===== config.mk =====
export PLATFORM = sky130hd
export DESIGN_NAME = fp_mul_seq_flat
export DESIGN_NICKNAME = d
export VERILOG_FILES = /design/src/rtl/fp_mul_pkg.sv /design/src/rtl/fp_mul_seq_if.sv /design/src/rtl/fp_round.sv /design/src/rtl/fp_mul_seq.sv /design/src/flat_wrapper.sv
export SDC_FILE = /design/constraint.sdc
export NUM_CORES = 1
export LEC_CHECK = 0
export ABC_AREA = 1
export CAP_MARGIN = 20
export CORE_MARGIN = 2
export CORE_UTILIZATION = 30
export DETAILED_ROUTE_END_ITERATION = 8
export SYNTH_ARGS = -nofsm -noshare
export SYNTH_HDL_FRONTEND = slang
export SYNTH_SLANG_ARGS = --single-unit

===== constraint.sdc =====
create_clock -name clk -period 3.28 [get_ports clk]
set_clock_uncertainty 0.1 [all_clocks]
set_input_delay 0.492 -clock clk [delete_from_list [all_inputs] [get_ports clk]]
set_output_delay 0.492 -clock clk [all_outputs]
set_load 0.02 [all_outputs]

===== src/rtl/fp_mul_pkg.sv =====
// Shared types and helpers for the iterative IEEE-754 multiplier and its rounding unit.
// Widths are passed to the helper functions so that other FP blocks can reuse them.
package fp_mul_pkg;

    localparam int DEF_EXP_W = 8;
    localparam int DEF_MAN_W = 23;

    typedef enum logic [2:0] {
        RM_RNE = 3'b000,
        RM_RTZ = 3'b001,
        RM_RDN = 3'b010,
        RM_RUP = 3'b011,
        RM_RMM = 3'b100
    } rmode_e;

    typedef enum logic [1:0] {
        IDLE = 2'd0,
        CALC = 2'd1,
        RND  = 2'd2,
        DONE = 2'd3
    } state_e;

    typedef enum logic [2:0] {
        FC_ZERO = 3'd0,
        FC_SUB  = 3'd1,
        FC_NORM = 3'd2,
        FC_INF  = 3'd3,
        FC_QNAN = 3'd4,
        FC_SNAN = 3'd5
    } fp_class_e;

    function automatic int bias_of(input int exp_w);
        return (1 << (exp_w - 1)) - 1;
    endfunction

    // Canonical quiet NaN: sign 0, exponent all ones, only the fraction MSB set.
    function automatic logic [63:0] qnan_bits(input int exp_w, input int man_w);
        logic [63:0] ones;
        ones = (64'd1 << exp_w) - 64'd1;
        return (ones << man_w) | (64'd1 << (man_w - 1));
    endfunction

    function automatic fp_class_e classify(input logic exp_zero, input logic exp_ones,
                                           input logic frac_zero, input logic frac_msb);
        if (exp_zero) return frac_zero ? FC_ZERO : FC_SUB;
        if (!exp_ones) return FC_NORM;
        if (frac_zero) return FC_INF;
        return frac_msb ? FC_QNAN : FC_SNAN;
    endfunction

endpackage


===== src/rtl/fp_mul_seq_if.sv =====
// Operand/result bus of the sequential multiplier.
// Both directions use valid/ready: a transfer happens on a rising edge where valid and ready are both high; the source holds its data stable until then.
interface fp_mul_seq_if #(
    parameter int W = 32
);
    logic         in_valid;
    logic         in_ready;
    logic [W-1:0] fp_X;
    logic [W-1:0] fp_Y;
    logic [2:0]   r_mode;
    logic         out_valid;
    logic         out_ready;
    logic [W-1:0] fp_Z;
    logic         ovrf;
    logic         udrf;
    logic         nv;

    modport master (
        output in_valid, fp_X, fp_Y, r_mode, out_ready,
        input  in_ready, out_valid, fp_Z, ovrf, udrf, nv
    );

    modport slave (
        input  in_valid, fp_X, fp_Y, r_mode, out_ready,
        output in_ready, out_valid, fp_Z, ovrf, udrf, nv
    );
endinterface


===== src/rtl/fp_round.sv =====
// Rounding decision for FP datapaths: increment from G/R/S/L and sign, plus
// whether an overflowing result saturates to infinity or to the largest finite value.
module fp_round
    import fp_mul_pkg::*;
(
    input  logic       sign,
    input  logic       guard,
    input  logic       round_bit,
    input  logic       sticky,
    input  logic       lsb,
    input  logic [2:0] r_mode,
    output logic       inc,
    output logic       sat_inf
);

    logic inexact;

    assign inexact = guard | round_bit | sticky;

    // Unlisted encodings fall through to round-to-nearest-even.
    always_comb begin
        inc     = guard & (round_bit | sticky | lsb);
        sat_inf = 1'b1;
        case (r_mode)
            RM_RTZ: begin
                inc     = 1'b0;
                sat_inf = 1'b0;
            end
            RM_RDN: begin
                inc     = sign & inexact;
                sat_inf = sign;
            end
            RM_RUP: begin
                inc     = ~sign & inexact;
                sat_inf = ~sign;
            end
            RM_RMM: begin
                inc     = guard;
                sat_inf = 1'b1;
            end
            default: ;
        endcase
    end

endmodule


===== src/rtl/fp_mul_seq.sv =====
// Iterative IEEE-754 multiplier: one multiplier bit per cycle through a shift-add
// accumulator, then a single normalise/round/pack cycle. One operation in flight.
module fp_mul_seq
    import fp_mul_pkg::*;
#(
    parameter int EXP_W = DEF_EXP_W,
    parameter int MAN_W = DEF_MAN_W
) (
    input  logic         clk,
    input  logic         rst_n,
    fp_mul_seq_if.slave  bus,
    output state_e       state_dbg
);

    localparam int SIG_W = MAN_W + 1;
    localparam int W     = 1 + EXP_W + MAN_W;
    localparam int PW    = 2 * SIG_W;
    localparam int EW    = EXP_W + 2;
    localparam int CW    = $clog2(SIG_W);
    localparam int BIAS  = bias_of(EXP_W);

    localparam logic [W-1:0]         QNAN  = W'(qnan_bits(EXP_W, MAN_W));
    localparam logic signed [EW-1:0] E_MAX = EW'((1 << EXP_W) - 1);

    state_e state, state_nx;

    logic                  sign_q;
    logic signed [EW-1:0]  e_q;
    logic [SIG_W-1:0]      mx_q;
    logic [SIG_W-1:0]      my_q;
    logic [PW-1:0]         acc_q;
    logic [2:0]            rm_q;
    logic [CW-1:0]         cnt_q;
    logic [W-1:0]          z_q;
    logic                  ovrf_q;
    logic                  udrf_q;
    logic                  nv_q;

    // Operand decode, used only in IDLE at the accepting edge.
    logic                  sx, sy, sz;
    logic [EXP_W-1:0]      ex, ey;
    logic [MAN_W-1:0]      fx, fy;
    fp_class_e             cls_x, cls_y;
    logic                  x_zero, y_zero, x_inf, y_inf, x_nan, y_nan;
    logic                  special;
    logic [W-1:0]          spec_z;
    logic                  spec_nv;
    logic signed [EW-1:0]  e_init;

    assign sx = bus.fp_X[W-1];
    assign sy = bus.fp_Y[W-1];
    assign ex = bus.fp_X[W-2:MAN_W];
    assign ey = bus.fp_Y[W-2:MAN_W];
    assign fx = bus.fp_X[MAN_W-1:0];
    assign fy = bus.fp_Y[MAN_W-1:0];
    assign sz = sx ^ sy;

    assign e_init = $signed({2'b00, ex}) + $signed({2'b00, ey}) - $signed(EW'(BIAS));

    always_comb begin
        cls_x = classify(ex == '0, &ex, fx == '0, fx[MAN_W-1]);
        cls_y = classify(ey == '0, &ey, fy == '0, fy[MAN_W-1]);
    end

    // Subnormals are flushed to zero on input, so they behave as zero everywhere below.
    assign x_zero  = (cls_x == FC_ZERO) || (cls_x == FC_SUB);
    assign y_zero  = (cls_y == FC_ZERO) || (cls_y == FC_SUB);
    assign x_inf   = (cls_x == FC_INF);
    assign y_inf   = (cls_y == FC_INF);
    assign x_nan   = (cls_x == FC_QNAN) || (cls_x == FC_SNAN);
    assign y_nan   = (cls_y == FC_QNAN) || (cls_y == FC_SNAN);
    assign special = !((cls_x == FC_NORM) && (cls_y == FC_NORM));

    always_comb begin
        spec_z  = {sz, {(W-1){1'b0}}};
        spec_nv = 1'b0;
        if (x_nan || y_nan) begin
            spec_z  = QNAN;
            spec_nv = (cls_x == FC_SNAN) || (cls_y == FC_SNAN);
        end else if ((x_zero && y_inf) || (x_inf && y_zero)) begin
            spec_z  = QNAN;
            spec_nv = 1'b1;
        end else if (x_inf || y_inf) begin
            spec_z  = {sz, {EXP_W{1'b1}}, {MAN_W{1'b0}}};
        end
    end

    // Shift-add step: add the multiplicand when the current multiplier bit is set,
    // then shift the whole accumulator right so the next bit lines up.
    logic [SIG_W:0] step_sum;
    logic [PW-1:0]  acc_nx;

    assign step_sum = {1'b0, acc_q[PW-1:SIG_W]} + (my_q[0] ? {1'b0, mx_q} : '0);
    assign acc_nx   = {step_sum, acc_q[SIG_W-1:1]};

    // Normalise, round and pack the finished product.
    logic [PW-1:0]         norm;
    logic signed [EW-1:0]  e_n, e_r;
    logic [SIG_W-1:0]      sig, sig_r;
    logic [SIG_W:0]        sig_inc;
    logic                  g_bit, r_bit, s_bit;
    logic                  inc, sat_inf;
    logic                  rnd_ovrf, rnd_udrf;
    logic [W-1:0]          rnd_z;

    assign norm  = acc_q[PW-1] ? acc_q : (acc_q << 1);
    assign e_n   = acc_q[PW-1] ? (e_q + EW'(1)) : e_q;
    assign sig   = norm[PW-1:SIG_W];
    assign g_bit = norm[SIG_W-1];
    assign r_bit = norm[SIG_W-2];
    assign s_bit = |norm[SIG_W-3:0];

    fp_round u_round (
        .sign      (sign_q),
        .guard     (g_bit),
        .round_bit (r_bit),
        .sticky    (s_bit),
        .lsb       (sig[0]),
        .r_mode    (rm_q),
        .inc       (inc),
        .sat_inf   (sat_inf)
    );

    assign sig_inc = {1'b0, sig} + {{SIG_W{1'b0}}, inc};

    always_comb begin
        if (sig_inc[SIG_W]) begin
            sig_r = sig_inc[SIG_W:1];
            e_r   = e_n + EW'(1);
        end else begin
            sig_r = sig_inc[SIG_W-1:0];
            e_r   = e_n;
        end
    end

    assign rnd_ovrf = !e_r[EW-1] && (e_r >= E_MAX);
    assign rnd_udrf = !rnd_ovrf && (e_r[EW-1] || (e_r == '0));

    always_comb begin
        if (rnd_ovrf) begin
            rnd_z = sat_inf ? {sign_q, {EXP_W{1'b1}}, {MAN_W{1'b0}}}
                            : {sign_q, {(EXP_W-1){1'b1}}, 1'b0, {MAN_W{1'b1}}};
        end else if (rnd_udrf) begin
            rnd_z = {sign_q, {(W-1){1'b0}}};
        end else begin
            rnd_z = {sign_q, e_r[EXP_W-1:0], sig_r[MAN_W-1:0]};
        end
    end

    always_ff @(posedge clk) begin
        if (!rst_n) state <= IDLE;
        else        state <= state_nx;
    end

    always_comb begin
        state_nx = state;
        case (state)
            IDLE: if (bus.in_valid) state_nx = special ? DONE : CALC;
            CALC: if (cnt_q == CW'(SIG_W - 1)) state_nx = RND;
            RND:  state_nx = DONE;
            DONE: if (bus.out_ready) state_nx = IDLE;
            default: state_nx = IDLE;
        endcase
    end

    always_comb begin
        bus.in_ready  = (state == IDLE);
        bus.out_valid = (state == DONE);
        state_dbg     = state;
    end

    always_ff @(posedge clk) begin
        if (!rst_n) begin
            sign_q <= 1'b0;
            e_q    <= '0;
            mx_q   <= '0;
            my_q   <= '0;
            acc_q  <= '0;
            rm_q   <= '0;
            cnt_q  <= '0;
            z_q    <= '0;
            ovrf_q <= 1'b0;
            udrf_q <= 1'b0;
            nv_q   <= 1'b0;
        end else begin
            case (state)
                IDLE: begin
                    if (bus.in_valid) begin
                        sign_q <= sz;
                        e_q    <= e_init;
                        mx_q   <= {1'b1, fx};
                        my_q   <= {1'b1, fy};
                        acc_q  <= '0;
                        rm_q   <= bus.r_mode;
                        cnt_q  <= '0;
                        if (special) begin
                            z_q    <= spec_z;
                            ovrf_q <= 1'b0;
                            udrf_q <= 1'b0;
                            nv_q   <= spec_nv;
                        end
                    end
                end
                CALC: begin
                    acc_q <= acc_nx;
                    my_q  <= my_q >> 1;
                    cnt_q <= cnt_q + CW'(1);
                end
                RND: begin
                    z_q    <= rnd_z;
                    ovrf_q <= rnd_ovrf;
                    udrf_q <= rnd_udrf;
                    nv_q   <= 1'b0;
                end
                default: ;
            endcase
        end
    end

    assign bus.fp_Z = z_q;
    assign bus.ovrf = ovrf_q;
    assign bus.udrf = udrf_q;
    assign bus.nv   = nv_q;

endmodule


===== src/flat_wrapper.sv =====
// flat-port wrapper written by rule: the top's interface ports become plain ports
module fp_mul_seq_flat import fp_mul_pkg::*;
#(
    parameter int EXP_W = DEF_EXP_W,
    parameter int MAN_W = DEF_MAN_W
)
  (clk, rst_n, state_dbg, bus_in_valid, bus_fp_X, bus_fp_Y, bus_r_mode, bus_out_ready, bus_in_ready, bus_out_valid, bus_fp_Z, bus_ovrf, bus_udrf, bus_nv);
  fp_mul_seq_if #(.W((32))) bus_i ();
  input  logic clk;
  input  logic rst_n;
  output state_e state_dbg;
  input wire logic [$bits(bus_i.in_valid)-1:0] bus_in_valid;
  input wire logic [$bits(bus_i.fp_X)-1:0] bus_fp_X;
  input wire logic [$bits(bus_i.fp_Y)-1:0] bus_fp_Y;
  input wire logic [$bits(bus_i.r_mode)-1:0] bus_r_mode;
  input wire logic [$bits(bus_i.out_ready)-1:0] bus_out_ready;
  output wire logic [$bits(bus_i.in_ready)-1:0] bus_in_ready;
  output wire logic [$bits(bus_i.out_valid)-1:0] bus_out_valid;
  output wire logic [$bits(bus_i.fp_Z)-1:0] bus_fp_Z;
  output wire logic [$bits(bus_i.ovrf)-1:0] bus_ovrf;
  output wire logic [$bits(bus_i.udrf)-1:0] bus_udrf;
  output wire logic [$bits(bus_i.nv)-1:0] bus_nv;
  assign bus_i.in_valid = bus_in_valid;
  assign bus_i.fp_X = bus_fp_X;
  assign bus_i.fp_Y = bus_fp_Y;
  assign bus_i.r_mode = bus_r_mode;
  assign bus_i.out_ready = bus_out_ready;
  assign bus_in_ready = bus_i.in_ready;
  assign bus_out_valid = bus_i.out_valid;
  assign bus_fp_Z = bus_i.fp_Z;
  assign bus_ovrf = bus_i.ovrf;
  assign bus_udrf = bus_i.udrf;
  assign bus_nv = bus_i.nv;
  fp_mul_seq #(.EXP_W(EXP_W), .MAN_W(MAN_W)) u_core (.clk(clk), .rst_n(rst_n), .bus(bus_i), .state_dbg(state_dbg));
endmodule

Yosys cells after proc, flatten, opt, wreduce, memory -nomap -nowiden
Index checks and enable logic that the tools add are counted.

cells by class
  add/subtract/negate cells = 7
  $lt $le $gt $ge = 1
  equal/unequal tests = 22
  mux-type cells = 64
  bitwise logic cells = 9
  reductions and logical operators = 33

operator list
  kind                                                                     count
  32-bit 2-to-1 mux                                                        4
  48-bit 2-to-1 mux                                                        2
  48-bit case mux with 2 select lines                                      1
  31-bit 2-to-1 mux                                                        3
  24-bit 2-to-1 mux                                                        3
  32-bit case mux with 2 select lines                                      1
  24-bit case mux with 2 select lines                                      1
  23-bit logical NOT                                                       2
  3-bit 2-to-1 mux                                                         12
  24-bit by 1-bit adder with 25-bit output                                 1
  24-bit by 25-bit adder with 25-bit output                                1
  23-bit 2-to-1 mux                                                        1
  1-bit 2-to-1 mux                                                         22
  22-bit OR reduction                                                      1
  10-bit by 2-bit adder with 10-bit output (second input constant)         2
  10-bit 2-to-1 mux                                                        2
  3-bit by 2-bit == test with 1-bit output (second input constant)         6
  8-bit logical NOT                                                        2
  8-bit AND reduction                                                      2
  3-bit == test (second input constant)                                    5
  10-bit by 9-bit >= comparator with 1-bit output (second input constant)  1
  10-bit logical NOT                                                       1
  5-bit case mux with 2 select lines                                       1
  10-bit by 8-bit subtractor with 10-bit output (second input constant)    1
  26 further kinds                                                         58

storage, ports and cells
  flip-flop bits (word level) = 152
  bits of input ports = 71
  output and inout bits = 39
  logic and storage cells = 148

Logic depth before layout (Yosys ltp)
Gate-level depths: netlist of the first run.

  depth after elaboration = 17
  mapped depth = 31
  mapped depth without buffers = 26

Hierarchy
A second synthesis of the first run with hierarchy kept.

unflattened totals
  cells, all modules = 1500
  area total of the unflattened synthesis = 9679.3 um^2

by module, submodules not included
  module      times used  cells each  area each (um^2)  sequential area each (um^2)
  fp_mul_seq  1           1476        9581.7            3042.9
  fp_round    1           24          97.6              0.0

Least setup slack after synthesis of the first run
No wires, ideal clock.

  kind = register to register
  start point = reg u_core.acc_q[47]
  end point = reg u_core.z_q[13] (netlist: u_core.bus.fp_Z[13])
  library setup time = 0.070 ns
  arrival time = 3.350 ns
  data required time = 3.110 ns
  setup slack = -0.240 ns
  stages on the path, launching flop included = 31
  path buffers = 5
  period minus slack after synthesis = 3.520 ns
  cell sequence = dfxtp_1 > buf_6 > buf_8 > buf_8 > buf_2 > a21oi_1 > nand2_1 > nor4_1 > nand4_1 > nor2_1 > nor2_1 > a211oi_1 > a21oi_1 > ha_1 > ha_1 > nand3_2 > nor2_4 > inv_2 > nor2_8 > o21ai_1 > inv_1 > nand2_1 > nor2_1 > nand2_1 > nand2_2 > nand3_2 > nand2_2 > nor2_4 > buf_6 > nand2_1 > a21oi_1

between the ends
  longest elaborated chain between the ends = 15
  elaborated cells between the ends (all ways) = 25
  those cells by class = add/sub (2); order compare (1); mux (8); bitwise (7); reduce/logical (7)

RTL lines
  what                                                                                  line               source
  start: declaration                                                                    fp_mul_seq.sv:31   logic [PW-1:0] acc_q;
  start signal: assignment                                                              fp_mul_seq.sv:205  acc_q <= acc_nx;
  48-bit 2-to-1 mux                                                                     fp_mul_seq.sv:106  assign norm = acc_q[PW-1] ? acc_q : (acc_q << 1);
  22-bit OR reduction                                                                   fp_mul_seq.sv:111  assign s_bit = |norm[SIG_W-3:0];
  1-bit OR (2 in series)                                                                fp_round.sv:22     inc = guard & (round_bit | sticky | lsb);
  1-bit bitwise AND                                                                     fp_round.sv:22
  1-bit case mux with 4 select lines                                                    fp_round.sv:24     case (r_mode)
  24-bit by 1-bit adder with 25-bit output                                              fp_mul_seq.sv:124  assign sig_inc = {1'b0, sig} + {{SIG_W{1'b0}}, inc};
  10-bit 2-to-1 mux                                                                     fp_mul_seq.sv:127  if (sig_inc[SIG_W]) begin
  10-bit by 9-bit >= comparator with 1-bit output or 1-bit logical NOT (tied branches)  fp_mul_seq.sv:136  assign rnd_ovrf = !e_r[EW-1] && (e_r >= E_MAX);
  1-bit logical AND                                                                     fp_mul_seq.sv:136
  1-bit logical NOT                                                                     fp_mul_seq.sv:137  assign rnd_udrf = !rnd_ovrf && (e_r[EW-1] || (e_r == '0));
  1-bit logical AND                                                                     fp_mul_seq.sv:137
  31-bit 2-to-1 mux                                                                     fp_mul_seq.sv:143  end else if (rnd_udrf) begin
  31-bit 2-to-1 mux *                                                                   fp_mul_seq.sv:140  if (rnd_ovrf) begin
  32-bit case mux with 2 select lines *                                                 fp_mul_seq.sv:186  case (state)
  end signal: assignment                                                                fp_mul_seq.sv:197  z_q <= spec_z;
  end signal: assignment                                                                fp_mul_seq.sv:210  z_q <= rnd_z;
  end: declaration                                                                      fp_mul_seq.sv:34   logic [W-1:0] z_q;

Every way passes the cells marked *; elsewhere a longest branch is shown, timed or not.
A chain may end at the register's enable or synchronous reset.

Worst setup path in the final report of the first run
  start point = reg u_core.acc_q[4]
  end point = reg u_core.z_q[10] (netlist: u_core.bus.fp_Z[10])

between the ends
  longest elaborated chain between the ends = 15
  elaborated cells between the ends (all ways) = 22
  those cells by class = add/sub (1); order compare (1); mux (7); bitwise (6); reduce/logical (7)

RTL lines
  what                                                                                  line
  48-bit 2-to-1 mux *                                                                   fp_mul_seq.sv:106
  22-bit OR reduction *                                                                 fp_mul_seq.sv:111
  1-bit OR (2 in series)                                                                fp_round.sv:22
  1-bit bitwise AND                                                                     fp_round.sv:22
  1-bit case mux with 4 select lines *                                                  fp_round.sv:24
  24-bit by 1-bit adder with 25-bit output *                                            fp_mul_seq.sv:124
  10-bit 2-to-1 mux                                                                     fp_mul_seq.sv:127
  10-bit by 9-bit >= comparator with 1-bit output or 1-bit logical NOT (tied branches)  fp_mul_seq.sv:136
  1-bit logical AND                                                                     fp_mul_seq.sv:136
  1-bit logical NOT                                                                     fp_mul_seq.sv:137
  1-bit logical AND                                                                     fp_mul_seq.sv:137
  31-bit 2-to-1 mux                                                                     fp_mul_seq.sv:143
  31-bit 2-to-1 mux *                                                                   fp_mul_seq.sv:140
  32-bit case mux with 2 select lines *                                                 fp_mul_seq.sv:186

Marks and branches as above.

==> metrics list, run 1 <==
- Fill cells in the final layout number around 3400.
- By count the netlist is led by sky130_fd_sc_hd__nand2_1 (449), sky130_fd_sc_hd__a21oi_1 (167), sky130_fd_sc_hd__dfxtp_1 (152).
- Input/output buffers: 109
* Capture instance of the worst register-to-register path: u_core.bus.fp_Z[10]
- The region available for standard cell placement spans roughly 0.032 mm².
* First DRT Iteration DRCs: ~630
* Synth Instances: approximately 1500
* Timing-limited maximum frequency: between 200 and 300 MHz
- Total die area: ~0.033 mm²
* Clock insertion delay at the later pin of the skew report: approximately 0.45 ns
* Portion of synthesized cell area occupied by the leading cell type: a little under a third
- Family with the most delay on the worst path: simple AND/OR/NAND/NOR gates
- In the finished design, the share of the clock period the worst path needs comes to 109%.
- Once placement finished, the instance area stood at approximately 0.011 mm².
* Count of unique library cells instantiated by Yosys: between 40 and 50
- Combined area of the multi-input logic cells: a little under 0.006 mm²
- Maximum ir drop on the vdd rail: around 0.36 mV
- During synthesis, Yosys emitted a total of 0 warnings.
- Once layout is complete, the utilization of the core stands at approximately two fifths.
- The global routing stage identified its most utilized layer as met2.
- For this design, the CTS-stage hold fixing added 0 buffers.
- Total clock buffers created by CTS: 17
- Wirelength per Cell: between 10 and 15 µm
- The worst register-to-register path has a setup slack of -0.30 ns.
* Growth of design area from synthesis to finish: 28.3%
* HP Start: u_core.bus.fp_Z[1]
* Max-slew violation count: 0
* Post-synthesis net count: 1619
- Routed vias: about 10000
- Number of search-and-repair iterations in the first detailed-routing pass: 5
- In the global route stage, overall resource usage came out at ~17%.
* Total overflow reported by the global router: 0
* Maximum number of pins on one net before global-route repair: between 60 and 70
- The tool flagged a number of max-cap violations equal to 0.
- Part of the Yosys area used for sequential elements: about a third
- The number of cells on the worst reg-to-reg path is 25.
- Synth area leader: sky130_fd_sc_hd__dfxtp_1
- Global routing consumed, on the met2 layer, 25.4% of the routing resources.
* Critical setup path kind: reg -> reg
- Largest cells by area after synthesis: sky130_fd_sc_hd__dfxtp_1 (32%), sky130_fd_sc_hd__nand2_1 (18%), sky130_fd_sc_hd__a21oi_1 (8.7%), sky130_fd_sc_hd__o21ai_0 (6.4%), sky130_fd_sc_hd__inv_1 (5.5%)
* Pre-CTS setup slack: -0.407 ns
* Setup crit start kind: register
- Min-Delay Path Class: reg -> reg
* Min-Delay Endpoint: u_core.bus.fp_Z[1]
* Async SR Flop Fraction: 0%
- Final hold slack: roughly 0.36 ns
- CP max stage cell: sky130_fd_sc_hd__or4_4
- In the global route stage, met3 resource usage came out at between 2 and 2.5%.
- For this run, design rule violations remaining after detail routing come to 0.
- Master cell of the clock root buffer: sky130_fd_sc_hd__clkbuf_16
* Worst reg2reg path startpoint: u_core.acc_q[4]
* Starting Density: 30.4%
* Sum of routed wire length over all layers: ~28000 µm
- Number of instances on the worst hold path: 2
* Mean cell area of the mapped netlist: around 6.4 µm²
- Crit path depth: 25
- Number of buffers on the longest clock path: 2
- Post-Synthesis Cell Area: around 0.0096 mm²
- Antenna violations before repair: 0
- On the worst path, the slowest cell contributes a delay of around 0.54 ns.
* Number of hold-slack violations in the final timing report: 0
* H-Tree Depth: 4
* Worst EP arrival: approximately 3.9 ns
- Overall power consumption after layout is estimated at slightly above 7 mW.
* Die span in y: roughly 180 µm
- The worst setup path is captured at a register.
* Final HPWL DP: ~21000 µm
- Die X-Extent: 183 µm
- At the end of routability-driven placement, the weighted congestion stood at between 0.9 and 1.
- Counting flops and latches in the post-synthesis netlist gives 152.
- In this run the power density over the cells is 578 mW/mm².
- Highest net fanout along the worst path: 6
- 0 antenna diodes ended up in the layout.
* Required time at the endpoint of the critical path: 3.56 ns
- Time the worst path needs with I/O delays and setup: 3.58 ns
- At the pin with the least slew margin, the transition time is 0.721 ns.
* Antenna violation net count after detailed routing: 0
- The first global-routing pass estimated between 40000 and 50000 µm of wire.
* Number of I/O pins: 110
* Max transition margin: 51.9%
- Result of the run: finished, violations left
- Smallest setup slack after layout: -0.303 ns
- Number of global-route vias before repair: just over 9000
* Post-synth EDFFs: 0
* Clock Pin Slew Worst Setup and Hold Paths: roughly 0.070 ns
- Mean number of vias per cell: between 4 and 5
- Setup-violating endpoint count in the final report: 33
- Sequential cell area: between 0.003 and 0.004 mm²
- Leakage power summed over all cells: between 5 and 6 nW
* CTS tree: done
- The final reports fail on negative setup slack.
- Setup repair after global routing could not meet its margin everywhere.
* Fraction of layout instances using a drive strength above 1: a little over a tenth
- Nets: about 1800
* Placement row count: between 60 and 70
* Post-Layout Inst Area: 0.0123 mm²
- Most numerous cell in the Yosys netlist: sky130_fd_sc_hd__nand2_1
* Dominant synthesized flop cell: sky130_fd_sc_hd__dfxtp_1
- For this run, global-route usage on met1 was measured as roughly a quarter.
- The clock net in this run drives a total of between 150 and 200 sinks.
- Buf/Inv on CP: 3
## registers in the layout, indices dropped and copies added (netlist names)
register and count:
u_core.mx_q 24, u_core.sign_q 1, u_core.rm_q 3, u_core.bus.udrf 1, u_core.state_dbg 2, u_core.bus.ovrf 1, u_core.bus.nv 1, u_core.bus.fp_Z 32
u_core.acc_q 48, u_core.cnt_q 5, u_core.e_q 10, u_core.my_q 24
## per-stage QoR
step / setup TNS, ns / instances
6_report: -8.74 / 2070
5_1_grt: -17.49 / 2070
3_5_place_dp: -11.11 / 2021
3_3_place_gp: -9.39 / 2021
4_1_cts: -7.67 / 2067
2_1_floorplan: -3.00 / 1504
## worst max path at each step
stage	from	to	slack (ns)
2_1_floorplan	u_core.acc_q[47]	u_core.bus.fp_Z[19]	-0.11
3_5_place_dp	u_core.acc_q[4]	u_core.bus.fp_Z[18]	-0.41
6_report	u_core.acc_q[4]	u_core.bus.fp_Z[10]	-0.30
4_1_cts	u_core.acc_q[4]	u_core.bus.fp_Z[10]	-0.28
5_1_grt	u_core.acc_q[4]	u_core.bus.fp_Z[24]	-0.58
3_3_place_gp	u_core.acc_q[4]	u_core.bus.fp_Z[22]	-0.35
## final cells by class
| type | count | area share [%] |
|---|---|---|
| multi-input cells | 1142 | 47.6 |
| flip-flops and latches | 152 | 24.7 |
| repair buffers | 194 | 14.2 |
| inverters | 148 | 4.53 |
| well taps | 402 | 4.08 |
| clock buffers | 17 | 3.45 |
| clock inverters | 15 | 1.36 |
## per-layer routing
metal	part of all wire, %	up-vias
met5	0	-
met4	1.1	0
met3	4.1	21
met2	42	227
met1	53	4505
li1	-	5280
## worst min-delay path, cell delays in order (launching register included)
cell and delay [ns]:
sky130_fd_sc_hd__dfxtp_1 0.31, sky130_fd_sc_hd__nand2_1 0.06, sky130_fd_sc_hd__a21oi_1 0.05
## where the power goes
part           leakage, nW  total (mW)  switching, mW  internal [mW]
clock                0.289        2.02          0.988           1.03
combinational         3.71        2.67           1.69          0.985
sequential            1.24        2.44          0.246           2.19
total                 5.24        7.13           2.92           4.21
## kinds of logic (layout without fill, tap and decap cells)
| kind of cell | count (synthesis) | in the layout | synth area share [%] |
|---|---|---|---|
| flops | 152 | 152 | 31.7 |
| mux | 1 | 1 | 0.104 |
| compound gates | 350 | 350 | 19.2 |
| fa+ha+maj | 44 | 44 | 5.89 |
| xor+xnor | 24 | 24 | 2.19 |
| simple gates | 720 | 723 | 31.9 |
| buf+inv | 213 | 374 | 9.08 |
## placed cells by master, fill, tap and decap left out, types with 28 or more instances in the layout
cell type,netlist,layout
sky130_fd_sc_hd__inv_1,142,142
sky130_fd_sc_hd__nand3_1,65,61
sky130_fd_sc_hd__dfxtp_1,152,149
sky130_fd_sc_hd__buf_4,2,82
sky130_fd_sc_hd__o21ai_0,123,123
sky130_fd_sc_hd__nand4_1,28,28
sky130_fd_sc_hd__nor2_1,117,113
sky130_fd_sc_hd__clkdlybuf4s50_1,0,108
sky130_fd_sc_hd__a21oi_1,167,161
sky130_fd_sc_hd__nand2_1,449,443
sky130_fd_sc_hd__ha_1,42,40
## what timing repair did
item                       in CTS  in global routing
setup endpoints to repair      31                 36
pin swaps                       8                  5
cloned                          3                  0
buffers inserted               12                  3
resized for setup              15                 17
Power figures use the tool's default switching activity.
==> run 2: changes to the inputs <==
--- a/config.mk
+++ b/config.mk
@@ -7,7 +7,6 @@
 export LEC_CHECK = 0
 export ABC_AREA = 1
 export CAP_MARGIN = 20
-export CORE_MARGIN = 2
 export CORE_UTILIZATION = 30
 export DETAILED_ROUTE_END_ITERATION = 8
 export SYNTH_ARGS = -nofsm -noshare
==> metrics list, run 2 (synthesis results as in run 1) <==
* Crit. End Element: register
* Core region area: ~0.032 mm²
* Most common cell after layout, fill and taps aside: sky130_fd_sc_hd__nand2_1
- The worst hold path begins at u_core.bus.udrf.
- Die span in y: roughly 180 µm
* Final hold slack: ~0.36 ns
- Leakage power summed over all cells: 5.27 nW
- Result of the run: finished, violations left
- Master cell of the clock root buffer: sky130_fd_sc_hd__clkbuf_16
- The number of antenna violations at the first check in global routing was 0.
- Setup crit start kind: register
- Failing checks: negative setup slack
* Actual transition at the worst max-transition pin: around 0.73 ns
- For the worst setup path, the data required time is 3.49 ns.
- Placement row count: 65
- Wirelength per Cell: roughly 13 µm
* Placed instance area: around 0.012 mm²
* Count of filler cells inserted in the layout: approximately 3400
- The path with the worst hold slack has its endpoint at u_core.bus.udrf.
- H-Tree Depth: 4
* Flip-flop count of the largest register after layout: 48
- Summed over all nets, the half-perimeter wirelength after detailed placement is about 21000 µm.
- Number of search-and-repair iterations in the first detailed-routing pass: 6
- Input and output buffers added on the ports amount to between 100 and 150.
- 110 I/O pins were placed.
- The worst hold path passes through 2 cells.
- Maximum number of pins on one net before global-route repair: 64
* Most frequent cells in the layout: sky130_fd_sc_hd__nand2_1 (425), sky130_fd_sc_hd__a21oi_1 (158), sky130_fd_sc_hd__dfxtp_1 (149)
- Fraction of layout instances using a drive strength above 1: approximately 12%
- The worst register-to-register path has a setup slack of -0.29 ns.
- The final count of hold timing violations was 0.
* Worst path most repeated cell: sky130_fd_sc_hd__nor2_1
* Worst reg-to-reg path cell count: 26
- After clock tree synthesis, the clock-pin slew on the worst setup and hold paths is 0.07 ns.
* Antenna violation net count after detailed routing: 0
* Time the worst path needs with I/O delays and setup: 3.57 ns
* Pre-CTS setup slack: -0.447 ns
- In this run the worst path has a maximum fanout of 12.
- Critical setup path kind: reg -> reg
- In this run the horizontal extent of the chip is approximately 180 µm.
- Setup repair after global routing could not meet its margin everywhere.
- Routed vias: ~10000
- VDD sags by at most a little under 0.4 mV.
* Starting Density: between 30% and 40%
- Max transition margin: between 50% and 60%
* Worst reg2reg path startpoint: u_core.acc_q[4]
- On the worst path, the slowest cell contributes a delay of roughly 0.52 ns.
- Timing-limited maximum frequency: ~280 MHz
- Highest routing layer actually used: met4
- First DRT Iteration DRCs: 568
- After detailed routing, the total wire length is 27900 µm.
* Worst EP arrival: between 3 and 4 ns
- Relative to the synthesized area, the layout overhead comes to 29.6%.
* CTS tree: done
- Setup-violating endpoint count in the final report: 33
- Power spread over the standard cell area amounts to 577 mW/mm².
- For this run, design rule violations remaining after detail routing come to 0.
* Number of global-route vias before repair: approximately 9300
* Total routing usage reported by global routing: between 15 and 20%
* Clock insertion delay at the later pin of the skew report: 0.44 ns
- Using the TritonRoute via totals, the vias-per-cell ratio works out to 4.81.
- Min-Delay Path Class: reg -> reg
* Total clock buffers created by CTS: 17
* Capture instance of the worst register-to-register path: u_core.bus.fp_Z[14]
- Total die area: 0.0327 mm²
- Largest register by flop count: u_core.acc_q
- Max-slew violation count: 0
* TNS Setup: -8.23 ns
- Once routing completed, OpenROAD measured the worst setup slack at -0.293 ns.
* Clock sink total: approximately 150
* Post-Layout Inst Area: between 0.01 and 0.015 mm²
- Max-capacitance violation count: 0
* First-pass GRT wire length: ~46000 µm
- Nets: 1769
- Routed length on met1: ~15000 µm
- After detailed routing, the met2 layer carries 12000 µm of wire.
- Total overflow reported by the global router: 0
- CP max stage cell: sky130_fd_sc_hd__or4_4
* Final Core Density: 39.4%
* Total length of routed met3 wires: between 1000 and 1500 µm
- Final period util: 109%
- Final weighted congestion in routability-driven placement: ~0.93
- The repair_antennas step left the layout with diodes totalling 0.
- The clock passes through at most 2 buffers.
-- run 2: changes by cell type in the layout (fill, tap and decap cells not counted), moves of 3 or more --
cell / before / now
sky130_fd_sc_hd__nand3_2: 3 / 6
sky130_fd_sc_hd__a21oi_1: 161 / 158
sky130_fd_sc_hd__nand3_1: 61 / 58
sky130_fd_sc_hd__clkinv_8: 3 / 6
sky130_fd_sc_hd__o21ai_0: 123 / 120
sky130_fd_sc_hd__nand2_2: 9 / 26
sky130_fd_sc_hd__inv_6: 4 / 1
sky130_fd_sc_hd__buf_6: 1 / 4
sky130_fd_sc_hd__buf_4: 82 / 78
sky130_fd_sc_hd__nand2_1: 443 / 425
sky130_fd_sc_hd__a21oi_2: 6 / 9
-- run 2: cell type report --
type / count / area, µm² / share of cell area, %
inverters: 148 / 558 / 4.48
multi-input cells: 1141 / 5940 / 47.7
well taps: 402 / 503 / 4.04
clock inverters: 15 / 196 / 1.58
flip-flops and latches: 152 / 3050 / 24.5
repair buffers: 194 / 1780 / 14.3
clock buffers: 17 / 425 / 3.42
-- run 2: worst max-delay path: cells and delay by family, from the launching register on --
| family | cells | cell delay (ns) |
|---|---|---|
| adder cells (fa/ha/maj) | 2 | 0.37 |
| buffers and inverters | 2 | 0.24 |
| AO/OA/AOI/OAI | 3 | 0.31 |
| flip-flops | 1 | 0.32 |
| AND/OR/NAND/NOR | 19 | 2.08 |
-- run 2: how the worst max path moves through the flow --
stage	startpoint	to	slack [ns]	cells after the start
final	u_core.acc_q[4]	u_core.bus.fp_Z[14]	-0.29	26
after global routing	u_core.acc_q[4]	u_core.bus.fp_Z[27]	-0.53	25
after CTS	u_core.acc_q[4]	u_core.bus.fp_Z[27]	-0.26	25
after global placement	u_core.acc_q[4]	u_core.bus.fp_Z[22]	-0.33	24
after floorplan	u_core.acc_q[47]	u_core.bus.fp_Z[19]	-0.11	31
after detailed placement	u_core.acc_q[4]	u_core.bus.fp_Z[20]	-0.45	24
-- run 2: where the power goes --
group | switching (mW) | internal (mW)
clock network | 1.00 | 1.05
logic | 1.72 | 0.979
registers | 0.235 | 2.19
-- run 2: stage by stage --
stage | power [mW] | instances
final | 7.18 | 2069
after global routing | 7.66 | 2069
after CTS | 7.11 | 2065
after detailed placement | 4.98 | 2025
after global placement | 4.96 | 2025
after floorplan | 4.07 | 1504
-- run 2: per-layer routing --
layer / vias up / track usage, %
li1: 5280 / -
met1: 4445 / 24.6
met2: 217 / 26.9
met3: 16 / 2.68
met4: 0 / 3.69
met5: - / 0
-- run 2: repair_timing --
action / 4_1_cts / 5_1_grt
pin swaps: 3 / 9
gates cloned: 2 / 0
resized for setup: 15 / 48
endpoints found under the setup margin: 31 / 35
hold buffers: 0 / 0
setup buffers: 6 / 4
==> run 3: changes to the inputs <==
--- a/config.mk
+++ b/config.mk
@@ -5,8 +5,6 @@
 export SDC_FILE = /design/constraint.sdc
 export NUM_CORES = 1
 export LEC_CHECK = 0
-export ABC_AREA = 1
-export CAP_MARGIN = 20
 export CORE_UTILIZATION = 30
 export DETAILED_ROUTE_END_ITERATION = 8
 export SYNTH_ARGS = -nofsm -noshare
==> metrics list, run 3 <==
- The run finished, with violations left.
- Failing checks: design-rule violations, negative setup slack
- At the later pin of the worst-skew pair, clock insertion delay measures around 0.44 ns.
- Smallest setup slack after layout: -0.592 ns
* Max-slew violation count: 0
- The worst register-to-register path ends at u_core.bus.fp_Z[10].
- Total overflow reported by the global router: 0
- In the post-synthesis netlist, the cell with the most instances is sky130_fd_sc_hd__dfxtp_1.
- Antenna violations before repair: 0
* Portion of synthesized cell area occupied by the leading cell type: 32.3%
- Total die area: between 0.03 and 0.04 mm²
- Dominant synthesized flop cell: sky130_fd_sc_hd__dfxtp_1
- Largest cells by area after synthesis: sky130_fd_sc_hd__dfxtp_1 (32%), sky130_fd_sc_hd__nand2_1 (5.9%), sky130_fd_sc_hd__ha_1 (5.6%), sky130_fd_sc_hd__nor2_1 (5.1%), sky130_fd_sc_hd__a21oi_1 (5.1%)
- Most frequent cells in the layout: sky130_fd_sc_hd__buf_4 (175), sky130_fd_sc_hd__nand2_1 (148), sky130_fd_sc_hd__dfxtp_1 (139)
- Final weighted congestion in routability-driven placement: slightly below 0.9
- CTS tree: done
* Crit. End Element: register
* Leading cell types by count after synthesis: sky130_fd_sc_hd__dfxtp_1 (152), sky130_fd_sc_hd__nand2_1 (149), sky130_fd_sc_hd__nor2_1 (129)
- Fraction of layout instances using a drive strength above 1: a little over a fifth
- During synthesis, Yosys emitted a total of 0 warnings.
- Highest net fanout along the worst path: 11
- Sequential elements use 32.3% of the synthesized area.
- Summed over all cells, the static leakage comes to around 5 nW.
- After detailed placement, the total cell area comes to 0.0122 mm².
* Actual transition at the worst max-transition pin: ~0.57 ns
* PD cells: ~520 mW/mm²
- Summed over all failing endpoints, the final setup total negative slack is -15.64 ns.
- Antenna violation net count after detailed routing: 0
- Mean number of vias per cell: between 5 and 6
- Number of search-and-repair iterations in the first detailed-routing pass: 7
- Hold timing on the final database bottoms out at a slack of ~0.35 ns.
* Async SR Flop Fraction: 0%
- The core region is slightly above 0.03 mm².
- Final HPWL DP: about 22000 µm
- HP Start: u_core.mx_q[3]
* Worst reg-to-reg path cell count: 18
- Counting flops per register, the top entry is u_core.acc_q.
- Setup-violating endpoint count in the final report: 33
- Final period util: 118%
* Required time at the endpoint of the critical path: between 3 and 4 ns
- Setup crit start kind: register
- The worst-case IR drop observed on VDD is approximately 0.39 mV.
- Post-Layout Inst Area: roughly 0.013 mm²
- During I/O placement, the number of pins put on the boundary was 110.
- Min-Delay Path Class: reg -> reg
- Post-synth EDFFs: 0
- The clock drives between 150 and 200 sinks.
* Die span in y: 179 µm
* Total routing usage reported by global routing: 18.6%
- Worst EP arrival: approximately 4 ns
- Most common cell after layout, fill and taps aside: sky130_fd_sc_hd__buf_4
- Timing-limited maximum frequency: 258 MHz
- The final layout contains between 1500 and 2000 nets.
- Post-synthesis net count: between 1000 and 1500
* Mean cell area of the mapped netlist: around 8 µm²
- Clock Pin Slew Worst Setup and Hold Paths: 0.07 ns
- After detailed routing, the average wire length per cell comes to roughly 16 µm.
- The final route contains 9362 vias.
* Number of synthesized register bits: ~150
- Post-Synthesis Cell Area: 0.00942 mm²
- Growth of design area from synthesis to finish: 38.4%
* Number of global-route vias before repair: about 9000
- Max transition margin: between 60% and 70%
* Remaining routing DRC violations: 12
- First-pass GRT wire length: roughly 47000 µm
* Input/output buffers: between 100 and 150
* Die X-Extent: approximately 180 µm
- Setup repair after global routing could not meet its margin everywhere.
- First DRT Iteration DRCs: 701
- Worst reg2reg path startpoint: u_core.acc_q[47]
- R2r setup slk: -0.59 ns
- Along the worst hold path, the cell count comes to 2.
- Across the run, the number of max-cap violations was 0.
- Count of unique library cells instantiated by Yosys: 80
- The tree is rooted in a sky130_fd_sc_hd__clkbuf_16.
- Final Core Density: 42.4%
* Starting Density: a little under a third
- sky130_fd_sc_hd__dfxtp_1 takes more of the synthesized area than any other cell.
* Total clock buffers created by CTS: 17
* Antenna diode count: 0
- The critical path is of the reg -> reg type.
- Number of buffers on the longest clock path: 2
* Time the worst path needs with I/O delays and setup: a little under 4 ns
* Synth Instances: around 1200
- The register with the most flip-flops in the layout has 48 of them.
- H-Tree Depth: 4
- The final count of hold timing violations was 0.
- Maximum number of pins on one net before global-route repair: 48
* Min-Delay Endpoint: u_core.mx_q[3]
- Sum of routed wire length over all layers: roughly 29000 µm
- After floorplanning, the core was divided into 64 placement rows.
## run 3: changes by cell type after synthesis, moves of 42 or more
cell / change
sky130_fd_sc_hd__inv_1: -112
sky130_fd_sc_hd__a21oi_1: -71
sky130_fd_sc_hd__nand3_1: -42
sky130_fd_sc_hd__o21ai_0: -83
sky130_fd_sc_hd__nand2_1: -300
sky130_fd_sc_hd__a22oi_1: +46
## run 3: worst max-delay path by stage
stage | from | end
after floorplan | u_core.acc_q[47] | u_core.bus.fp_Z[9]
after global placement | u_core.acc_q[2] | u_core.bus.fp_Z[4]
after detailed placement | u_core.acc_q[2] | u_core.bus.fp_Z[16]
after CTS | u_core.acc_q[4] | u_core.bus.fp_Z[10]
after global routing | u_core.acc_q[17] | u_core.bus.fp_Z[12]
final | u_core.acc_q[47] | u_core.bus.fp_Z[10]
## run 3: through the flow
| step | std cells | power (mW) | setup WS (ns) |
|---|---|---|---|
| finish | 1824 | 6.79 | -0.592 |
| global route | 1824 | 7.18 | -0.766 |
| CTS | 1820 | 6.80 | -0.538 |
| detailed placement | 1785 | 4.78 | -0.666 |
| global placement | 1785 | 4.75 | -0.547 |
| floorplan | 1174 | 3.85 | -0.993 |
## run 3: critical path, cell delays in order, from the launching register on
cell                       delay [ns]
sky130_fd_sc_hd__dfxtp_4         0.37
sky130_fd_sc_hd__mux2_2          0.24
sky130_fd_sc_hd__a21oi_1         0.04
sky130_fd_sc_hd__a21oi_1         0.15
sky130_fd_sc_hd__nor2_1          0.06
sky130_fd_sc_hd__nor2_1          0.13
sky130_fd_sc_hd__ha_2            0.24
sky130_fd_sc_hd__ha_4            0.17
sky130_fd_sc_hd__nand3_4         0.09
sky130_fd_sc_hd__nor4b_4         0.29
sky130_fd_sc_hd__buf_4           0.19
sky130_fd_sc_hd__nand3_4         0.11
sky130_fd_sc_hd__nor2_4          0.13
sky130_fd_sc_hd__nand4_1         0.16
sky130_fd_sc_hd__xnor2_2         0.30
sky130_fd_sc_hd__o31ai_4         0.13
sky130_fd_sc_hd__a221o_2         0.47
sky130_fd_sc_hd__buf_12          0.19
sky130_fd_sc_hd__a221oi_2        0.23
## run 3: cell type report
cell class              instances  area [µm²]
fillers                      3136       17700
multi-input cells             921        6250
flip-flops and latches        152        3060
repair buffers                292        2530
well taps                     396         495
clock buffers                  17         425
clock inverters                15         153
inverters                      31         119
## run 3: per-layer routing
layer / vias to the layer above / routed length (µm) / GRT usage [%]
met4: 0 / 567 / 5.11
li1: 4728 / - / -
met3: 42 / 1160 / 2.21
met2: 190 / 13800 / 31.1
met1: 4402 / 13900 / 24.9
met5: - / 0 / 0
## run 3: logic make-up after synthesis
group | synth area share, %
adder cells (fa/ha/maj) | 6.01
AO/OA/AOI/OAI | 24.1
multiplexers | 5.00
buffers and inverters | 4.41
XOR/XNOR | 6.48
AND/OR/NAND/NOR | 21.7
flip-flops | 32.3
## run 3: report_power, final
part / leakage (nW) / internal [mW] / switching, mW / total [mW]
clock: 0.272 / 1.07 / 0.895 / 1.97
combinational: 3.48 / 1.02 / 1.47 / 2.49
sequential: 1.24 / 2.13 / 0.204 / 2.33
## run 3: timing repair
| action | CTS | global route |
|---|---|---|
| gates resized for setup | 24 | 43 |
| hold buffers | 0 | 0 |
| setup buffers | 3 | 4 |
| pin swaps | 7 | 21 |
| setup endpoints to repair | 38 | 42 |
